--- config.mk ---
export PLATFORM = sky130hd
export DESIGN_NAME = bp_fe_fetch_buffer
export DESIGN_NICKNAME = d
export VERILOG_FILES = /design/src/rtl/bp_fe_pkg.sv /design/src/rtl/bp_fe_fetch_buffer_ptr.sv /design/src/rtl/bp_fe_fetch_buffer.sv
export SDC_FILE = /design/constraint.sdc
export NUM_CORES = 1
export LEC_CHECK = 0
export ABC_AREA = 1
export CAP_MARGIN = 20
export CORE_MARGIN = 3
export CORE_UTILIZATION = 30
export DETAILED_ROUTE_END_ITERATION = 10
export GPL_ROUTABILITY_DRIVEN = 0
export PLACE_DENSITY = 0.55
export SLEW_MARGIN = 20
export SYNTH_ARGS = -nofsm -noshare
export SYNTH_HDL_FRONTEND = slang
export SYNTH_SLANG_ARGS = --single-unit
--- constraint.sdc ---
create_clock -name clk_i -period 9.51 [get_ports clk_i]
set_input_delay 0.951 -clock clk_i [delete_from_list [all_inputs] [get_ports clk_i]]
set_output_delay 0.951 -clock clk_i [all_outputs]
set_load 0.01 [all_outputs]
--- src/rtl/bp_fe_pkg.sv ---
// Front-end fetch buffer shared types: the stored entry layout and the
// exception kinds that can ride through the buffer in place of an instruction.
// Entry fields are sized for the widest supported PC/instruction; instances
// with narrower parameters zero-extend on write and slice on read.
package bp_fe_pkg;

  localparam int fb_max_vaddr_width_gp = 64;
  localparam int fb_max_instr_width_gp = 64;

  typedef enum logic [1:0] {
    e_fb_itlb_miss    = 2'd0,
    e_fb_page_fault   = 2'd1,
    e_fb_access_fault = 2'd2,
    e_fb_icache_miss  = 2'd3
  } fb_exception_code_e;

  typedef struct packed {
    logic [fb_max_vaddr_width_gp-1:0] pc;
    logic [fb_max_instr_width_gp-1:0] instr;
    logic                             exception_v;
    fb_exception_code_e               exception_code;
  } fb_entry_s;

endpackage

--- src/rtl/bp_fe_fetch_buffer_ptr.sv ---
// Wrap-bit pointer for the fetch buffer. The pointer carries one bit more
// than the index so equal indices can be told apart as empty (wrap bits
// equal) or full (wrap bits differ). Depth must be a power of two so the
// index wraps modulo els_p without a compare.
module bp_fe_fetch_buffer_ptr #(
  parameter int els_p     = 8,
  parameter int max_add_p = 1
) (
  input  logic                             clk_i,
  input  logic                             reset_i,
  input  logic [$clog2(max_add_p+1)-1:0]   add_i,
  output logic [$clog2(els_p):0]           ptr_o
);

  localparam int ptr_width_lp = $clog2(els_p) + 1;

  // advance by the number of entries moved this cycle; reset returns to slot 0
  always_ff @(posedge clk_i) begin
    if (reset_i) begin
      ptr_o <= '0;
    end else begin
      ptr_o <= ptr_o + ptr_width_lp'(add_i);
    end
  end

endmodule

--- src/rtl/bp_fe_fetch_buffer.sv ---
// Fetch buffer between instruction fetch and decode. Each enqueue writes up
// to fetch_width_p consecutive instructions (PC steps of 4) or a single
// exception entry; entries leave one per cycle in FIFO order.
// Optional feature: define BP_FE_FETCH_BUFFER_BYPASS_EN to let lane 0 of an
// enqueue into an empty buffer appear on the outputs in the same cycle; when
// it is consumed right away it is never written to storage.
module bp_fe_fetch_buffer
  import bp_fe_pkg::*;
#(
  parameter int els_p         = 8,
  parameter int fetch_width_p = 2,
  parameter int vaddr_width_p = 39,
  parameter int instr_width_p = 32
) (
  input  logic                                   clk_i,
  input  logic                                   reset_i,
  input  logic                                   flush_i,
  input  logic                                   v_i,
  output logic                                   ready_and_o,
  input  logic [$clog2(fetch_width_p+1)-1:0]     count_i,
  input  logic [vaddr_width_p-1:0]               pc_i,
  input  logic [fetch_width_p*instr_width_p-1:0] instr_i,
  input  logic                                   exception_v_i,
  input  logic [1:0]                             exception_code_i,
  output logic                                   v_o,
  input  logic                                   ready_and_i,
  output logic [vaddr_width_p-1:0]               pc_o,
  output logic [instr_width_p-1:0]               instr_o,
  output logic                                   exception_v_o,
  output logic [1:0]                             exception_code_o,
  output logic [$clog2(els_p+1)-1:0]             occupancy_o
);

  localparam int lg_els_lp      = $clog2(els_p);
  localparam int ptr_width_lp   = lg_els_lp + 1;
  localparam int count_width_lp = $clog2(fetch_width_p + 1);
  localparam int occ_width_lp   = $clog2(els_p + 1);

  logic [ptr_width_lp-1:0]   rptr;
  logic [ptr_width_lp-1:0]   wptr;
  logic [ptr_width_lp-1:0]   occupancy;
  logic                      empty;
  logic                      ptr_reset;
  logic                      enq_fire;
  logic                      deq_fire;
  logic                      bypass_active;
  logic                      bypass_deq;
  logic [count_width_lp-1:0] enq_count;
  logic [count_width_lp-1:0] wr_add;
  logic                      rd_add;
  logic                      unused_hi_bits;

  fb_entry_s lane_entry [fetch_width_p];
  fb_entry_s mem        [els_p];
  fb_entry_s rd_entry;

  // Occupancy is the wrap-aware pointer distance; indices equal with wrap
  // bits differing yields els_p (full), fully equal pointers yield 0 (empty).
  assign occupancy   = wptr - rptr;
  assign empty       = (wptr == rptr);
  assign ready_and_o = (ptr_width_lp'(els_p) - occupancy) >= ptr_width_lp'(fetch_width_p);
  assign occupancy_o = occ_width_lp'(occupancy);

  assign enq_fire  = v_i & ready_and_o & ~flush_i;
  assign ptr_reset = reset_i | flush_i;

`ifdef BP_FE_FETCH_BUFFER_BYPASS_EN
  assign bypass_active = empty & enq_fire;
`else
  assign bypass_active = 1'b0;
`endif

  assign v_o        = (~empty | bypass_active) & ~flush_i;
  assign deq_fire   = v_o & ready_and_i;
  assign bypass_deq = bypass_active & ready_and_i;

  // number of entries an accepted enqueue produces; an exception is one entry
  always_comb begin
    enq_count = count_i;
    if (exception_v_i) begin
      enq_count = count_width_lp'(1);
    end else if (count_i > count_width_lp'(fetch_width_p)) begin
      enq_count = count_width_lp'(fetch_width_p);
    end
  end

  assign wr_add = enq_fire ? (enq_count - count_width_lp'(bypass_deq)) : '0;
  assign rd_add = deq_fire & ~bypass_deq;

  // build the per-lane entries; an exception replaces lane 0 with a PC-only entry
  always_comb begin
    for (int k = 0; k < fetch_width_p; k++) begin
      lane_entry[k]       = '0;
      lane_entry[k].pc    = fb_max_vaddr_width_gp'(vaddr_width_p'(pc_i + vaddr_width_p'(4 * k)));
      lane_entry[k].instr = fb_max_instr_width_gp'(instr_i[k*instr_width_p +: instr_width_p]);
    end
    if (exception_v_i) begin
      lane_entry[0].pc             = fb_max_vaddr_width_gp'(pc_i);
      lane_entry[0].instr          = '0;
      lane_entry[0].exception_v    = 1'b1;
      lane_entry[0].exception_code = fb_exception_code_e'(exception_code_i);
    end
  end

  // write accepted lanes into consecutive slots, skipping a lane consumed by bypass
  always_ff @(posedge clk_i) begin
    if (enq_fire) begin
      for (int k = 0; k < fetch_width_p; k++) begin
        if ((k >= int'(bypass_deq)) && (k < int'(enq_count))) begin
          mem[lg_els_lp'(wptr[lg_els_lp-1:0] + lg_els_lp'(k) - lg_els_lp'(bypass_deq))] <= lane_entry[k];
        end
      end
    end
  end

  assign rd_entry = bypass_active ? lane_entry[0] : mem[rptr[lg_els_lp-1:0]];

  assign pc_o             = rd_entry.pc[vaddr_width_p-1:0];
  assign instr_o          = rd_entry.instr[instr_width_p-1:0];
  assign exception_v_o    = rd_entry.exception_v;
  assign exception_code_o = rd_entry.exception_code;

  assign unused_hi_bits = (^(rd_entry.pc >> vaddr_width_p)) ^ (^(rd_entry.instr >> instr_width_p));

  bp_fe_fetch_buffer_ptr #(
    .els_p    (els_p),
    .max_add_p(fetch_width_p)
  ) wr_ptr (
    .clk_i  (clk_i),
    .reset_i(ptr_reset),
    .add_i  (wr_add),
    .ptr_o  (wptr)
  );

  bp_fe_fetch_buffer_ptr #(
    .els_p    (els_p),
    .max_add_p(1)
  ) rd_ptr (
    .clk_i  (clk_i),
    .reset_i(ptr_reset),
    .add_i  (rd_add),
    .ptr_o  (rptr)
  );

  // an accepted fetch-line enqueue must carry between 1 and fetch_width_p lanes
  a_legal_count: assert property (@(posedge clk_i) disable iff (reset_i)
    (enq_fire && !exception_v_i) |-> ((count_i != '0) && (count_i <= count_width_lp'(fetch_width_p))));

endmodule

==> impl_metrics.toml, run 1 <==
[routing]
vias_per_cell = 5.31
finalWirelength_mm = 115
post-route-drc-count = 0
vias = 26400
ant_nets = 0
drt-initial-drc-count = 3231
wire_per_inst_um = 23.1
drt_pass1_iterations = 5

[power_and_ir_drop]
power_frac_comb = 0.064
p_int_mw = 4.53
p_leak_nw = 12.2
p_switching_mw = 1.33
cellPowerDensity_mw_per_mm2 = 163
ir_worst_vdd_uv = 151
p_sw_frac = 0.227
p_clk_frac = 0.441
seqPwrFrac = 0.494

[layout]
final_nets = 3690
final_layout_size_suffix_gt1_frac = 0.0484
area_growth_pct = 17.0
fillers = 10300
diodes = 0
final_area_mm2 = 0.0359

[worst_setup_path]
r2r.worst_path.cells = 14
max_stage_delay_ps = 700
cpMostUsedCell = "nor2_1"
cp-end-kind = "flip-flop"
start_kind = "flip-flop"
critPathBufInv = 5
crit_slowest_cell = "nand3_1"
crit_path_max_fanout = 83
r2r_start = "rd_ptr.ptr_o[1]$_SDFF_PP0_"
arrival_ps = 5920
crit_chain = "inv_6 -> fa_1 -> inv_1 -> ha_1 -> nor2_1 -> o21ai_1 -> nor2_1 -> nand3_1 -> nand4_1 -> buf_4 -> nand2_4 -> buf_4 -> inv_1 -> nor2_1"
crit_family = "buffers and inverters"
worstSetupPathType = "flip-flop to flip-flop"
reg2reg_to = "mem[5][36]$_DFFE_PP_"
cp.required_ps = 9870
rrSetupSlack_ps = 3960

[min_path]
min-delay-start = "mem[1][1]$_SDFFE_PP0P_"
holdPathStages = 2
holdPathEnd = "mem[1][1]$_SDFFE_PP0P_"
min_path_type = "flip-flop to flip-flop"

[synth]
synthTopCellsByCount = "827 x o21ai_0, 695 x nand2_1, 635 x nor2_1"
synth-seq-cells = 600
ys_types = 31
synth_top_area_share = 0.556
synth_area_mm2 = 0.0307
synth_area_per_cell_um2 = 8.73
seq_area_frac_synth = 0.577
syn_inst = 3514
synthArstFlopShare = 0
synth_fp_nets = 3640
yosysMostFrequentCell = "o21ai_0"
synth_area_leaders = "edfxtp_1 56%, o21ai_0 13%, nand2_1 8.5%"
synth_ff_type = "edfxtp_1"
synth_top_area_cell = "edfxtp_1"
synth_edf_count = 568
yosysWarnings = 0

[floorplanning]
coreArea_mm2 = 0.101
die-area_mm2 = 0.106
start_util = 0.305
rows = 116
dieWidth_um = 326
die_h_um = 326
io_pins = 193

[place]
dpl.hpwl_mm = 65.3
place_area_mm2 = 0.0338
place_ws_ps = 4060
numPortBuffers = 192

[clock_tree]
ctsRootBufferMaster = "clkbuf_16"
post-cts-setup-buffers = 0
cts_tree = "built"
cts_made_buffers = 61
htreeDepth = 2
cts_hold_buf = 0
clk_latency_ps = 640
clkTransAtPathRegs_ps = 60
clockBufferDepth = 3
cts-resized-gates = 0
cts_num_sinks = 600

[grt]
antenna_found_initial = 1
overflow = 0
grt_pass1_vias = 25400
grt_usage = 0.210
grt_pass1_wl_mm = 170
grt_max_degree = 188

[timing]
finalHoldViolCount = 0
finClkSkew_ps = 30.4
setup_ws_ps = 3960
max_slew_margin = -0.0582
min_period_ps = 5550
fin_crit_sh = 0.584
fmax_mhz = 180
setup_viol = 0
final.setup.tns_ps = 0
worstMarginPinSlew_ps = 1590
grt_setup_unrepaired = "false"
drv_slew = 89
holdWs_ps = 465

[run_status]
violations = "max-slew violations"
status = "complete, but fails checks"

[run]
drv_cap = 0
## flip-flops by register name (all words and copies together), names as in the netlist
| register | flops |
|---|---|
| wr_ptr.ptr_o | 4 |
| mem | 592 |
| rd_ptr.ptr_o | 4 |
## final cells by class
type,instances,area [um2],share of cell area
Clock buffer,75,1640,0.0457
Clock inverter,38,475,0.0132
Inverter,172,663,0.0185
Multi-Input combinational cell,2487,11400,0.318
Sequential cell,600,17700,0.493
Tap cell,1357,1700,0.0473
Timing Repair Buffer,242,2310,0.0643
## tightest hold or removal path: stages (launching register included)
cell     delay [ps]
dfxtp_1         310
nand3_1          70
nand2_1          40
## per-stage QoR
step | std cells | total power, mW | util
floorplan | 3514 | 3.13 | -
global placement | 4858 | 3.33 | 0.335
detailed placement | 4858 | 3.33 | 0.335
CTS | 4971 | 5.88 | 0.356
global route | 4971 | 6.01 | 0.356
finish | 4971 | 5.86 | 0.356
## layout by cell type (no fill, tap or decap), types with 4 or more instances in the layout
cell type        instances
a21oi_1                  7
o21ai_1                 22
clkinv_2                 8
clkdlybuf4s50_1        191
nand3_1                 45
bufinv_16               11
ha_1                    11
nor2_1                 630
a31oi_1                 74
clkbuf_1                 9
nor2_4                  10
o21ai_0                827
nand2_4                  8
nor3_1                  22
buf_4                   48
edfxtp_1               568
nand2_1                687
nand4_1                 19
o22ai_1                 74
clkbuf_8                 4
clkbuf_16               62
xor2_1                  35
dfxtp_1                 30
clkinv_1                17
inv_1                  164
nor2_2                   4
## logic make-up after synthesis
family / count (synthesis) / share of synthesized area
AND/OR/NAND/NOR: 1431 / 0.181
AO/OA/AOI/OAI: 1007 / 0.171
flip-flops: 600 / 0.577
buffers and inverters: 427 / 0.0552
XOR/XNOR: 36 / 0.0103
adder cells (fa/ha/maj): 13 / 0.00579
## how the worst max path moves through the flow
stage	startpoint	to	cells past startpoint	slack, ps
CTS	rd_ptr.ptr_o[1]$_SDFF_PP0_	instr_o[1]	7	3920
floorplan	rd_ptr.ptr_o[1]$_SDFF_PP0_	mem[6][10]$_DFFE_PP_	14	4590
global route	rd_ptr.ptr_o[1]$_SDFF_PP0_	mem[5][36]$_DFFE_PP_	14	3570
global placement	rd_ptr.ptr_o[1]$_SDFF_PP0_	mem[5][36]$_DFFE_PP_	14	4000
detailed placement	rd_ptr.ptr_o[1]$_SDFF_PP0_	mem[5][36]$_DFFE_PP_	14	4060
finish	rd_ptr.ptr_o[1]$_SDFF_PP0_	mem[5][36]$_DFFE_PP_	14	3960
## power by group through the flow
stage | clock network, mW | logic (mW) | registers, mW
final | 2.59 | 0.377 | 2.90
after global routing | 2.71 | 0.409 | 2.90
after CTS | 2.61 | 0.379 | 2.90
after detailed placement | 0 | 0.377 | 2.95
after global placement | 0 | 0.376 | 2.95
after floorplan | 0 | 0.174 | 2.95
## per-layer routing
layer / up-vias / share of wire / global-route usage
li1: 12200 / - / -
met1: 12700 / 0.42 / 0.292
met2: 1380 / 0.45 / 0.336
met3: 190 / 0.096 / 0.0344
met4: 0 / 0.029 / 0.0647
met5: - / 0 / 0
(Power assumes the default switching activity.)
==> run 2, diff against run 1 <==
==> constraint.sdc (replaced) <==
create_clock -name clk_i -period 5.45 [get_ports clk_i]
set_input_delay 0.545 -clock clk_i [delete_from_list [all_inputs] [get_ports clk_i]]
set_output_delay 0.545 -clock clk_i [all_outputs]
set_load 0.01 [all_outputs]
==> run 2 against run 1 <==
Effect of this change:
- worst hold slack got worse by 1.6 ps
- worst setup slack got worse by 3200 ps
- die area did not move
- first-iteration DRC count fell by 17%
- clock skew fell by 18 ps
- the run now ends clean
- register-to-register slack got worse by 2900 ps
==> impl_metrics.toml, run 2 (synthesis results as in run 1) <==
[layout]
largest_reg_flops = 592
fillers = 10300
area_growth_pct = 17.3
layout_common_cells = "827 x o21ai_0, 687 x nand2_1, 630 x nor2_1"
layout_commonest_cell = "o21ai_0"
stdcell_count = 5000
final_nets = 3716
register_area_mm2 = 0.0177
final_layout_size_suffix_gt1_frac = 0.0530
multi_input_area_mm2 = 0.0114

[worst_setup_path]
cp.required_ps = 4910
r2r.worst_path.cells = 13
rrSetupSlack_ps = 1010
crit_path_max_fanout = 20
cp-end-kind = "output port"
crit_chain = "inv_2 -> ha_1 -> inv_1 -> fa_1 -> inv_1 -> ha_1 -> nor2_1 -> o21ai_1 -> nor2_1 -> nand3_1 -> clkdlybuf4s50_1"
r2r_start = "wr_ptr.ptr_o[0]$_SDFF_PP0_"
arrival_ps = 4140
reg2reg_to = "mem[2][9]$_DFFE_PP_"
start_kind = "flip-flop"
endpoint = "ready_and_o"
cp-startpoint = "wr_ptr.ptr_o[0]$_SDFF_PP0_"
max_stage_delay_ps = 790
worstSetupPathType = "flip-flop to output port"
crit_slowest_cell = "clkdlybuf4s50_1"

[clock_tree]
cts_made_buffers = 60
cts_hold_buf = 0
clockBufferDepth = 3
ctsRootBufferMaster = "clkbuf_16"
cts_num_sinks = 600
cts-resized-gates = 0
htreeDepth = 2
cts_tree = "built"
clkTransAtPathRegs_ps = 60
clk_latency_ps = 630
post-cts-setup-buffers = 0

[power_and_ir_drop]
p_leak_nw = 12.3
cellPowerDensity_mw_per_mm2 = 269
ir_worst_vdd_uv = 211

[floorplanning]
coreArea_mm2 = 0.101
io_pins = 193
rows = 116
dieWidth_um = 326
die_h_um = 326
die-area_mm2 = 0.106
start_util = 0.305

[timing]
worstMarginPinSlew_ps = 1090
fin_crit_sh = 0.860
finClkSkew_ps = 12.1
final.setup.tns_ps = 0
min_period_ps = 4690
grt_setup_unrepaired = "false"
finalHoldViolCount = 0
setup_viol = 0
fmax_mhz = 213
max_slew_margin = 0.275
drv_slew = 0

[routing]
drt-initial-drc-count = 2690
drt_pass1_iterations = 5
ant_nets = 0
vias = 26700
vias_per_cell = 5.34
finalWirelength_mm = 117
post-route-drc-count = 0
wire_per_inst_um = 23.5

[grt]
grt_pass1_vias = 25700
grt_pass1_wl_mm = 172
grt_max_degree = 181
grt_usage = 0.214
overflow = 0
antenna_found_initial = 6

[place]
post-place-cells = 4884
dpl.hpwl_mm = 65.9
numPortBuffers = 192

[min_path]
holdPathStages = 2
min_path_type = "flip-flop to flip-flop"

[run]
drv_cap = 0

[run_status]
status = "complete, no violations"
## run 2: cell count changes in the layout (fill, tap and decap cells not counted), sizes merged, moves of 2 or more
cell | before | now
buf | 51 | 78
clkbuf | 75 | 83
bufinv | 11 | 2
clkinv | 27 | 29
clkinvlp | 3 | 1
diode | 0 | 4
## run 2: worst min path at each step
| stage | startpoint | to |
|---|---|---|
| floorplan | mem[1][0]$_SDFFE_PP0P_ | mem[1][0]$_SDFFE_PP0P_ |
| global placement | mem[5][1]$_SDFFE_PP0P_ | mem[5][1]$_SDFFE_PP0P_ |
| detailed placement | mem[5][0]$_SDFFE_PP0P_ | mem[5][0]$_SDFFE_PP0P_ |
| CTS | mem[5][0]$_SDFFE_PP0P_ | mem[5][0]$_SDFFE_PP0P_ |
| global route | mem[3][2]$_SDFFE_PP0P_ | mem[3][2]$_SDFFE_PP0P_ |
| finish | mem[5][0]$_SDFFE_PP0P_ | mem[5][0]$_SDFFE_PP0P_ |
## run 2: cell type report
type                       instances  area share
antenna                            4    0.000278
tap                             1357      0.0472
timing repair buffer             269      0.0751
multi-input combinational       2487       0.317
inverter                         172      0.0184
clock inverter                    28     0.00504
clock buffer                      83      0.0453
sequential                       600       0.492
## run 2: stage by stage
stage	area [um2]	hold slack (ps)	setup slack, ps	total power [mW]	utilization
after floorplan	30700	442	530	5.45	-
after detailed placement	34100	453	1130	5.81	0.339
after CTS	36000	464	798	9.73	0.357
after global placement	34100	452	1160	5.81	0.339
final	36000	463	761	9.70	0.357
after global routing	36000	484	419	9.96	0.357
## run 2: power breakdown
group | total, mW | leakage, nW | internal [mW] | switching, mW
registers | 5.05 | 5.28 | 5.04 | 0.0143
clock network | 3.99 | 0.895 | 2.17 | 1.82
logic | 0.658 | 6.11 | 0.224 | 0.435
total | 9.70 | 12.3 | 7.43 | 2.27
## run 2: routing by layer
metal  track usage  up-vias  routed length (um)
li1              -    12200                   -
met3        0.0339      217               10100
met4        0.0750        2                3970
met5             0        -                   7
met2         0.348     1286               54300
met1         0.289    13000               48900
## run 2: worst max-delay path, delay by kind of cell, from the launching register on
family	cells	cell delay, ps
flip-flops	1	560
buffers and inverters	4	1160
AO/OA/AOI/OAI	1	70
adder cells (fa/ha/maj)	3	910
AND/OR/NAND/NOR	3	790
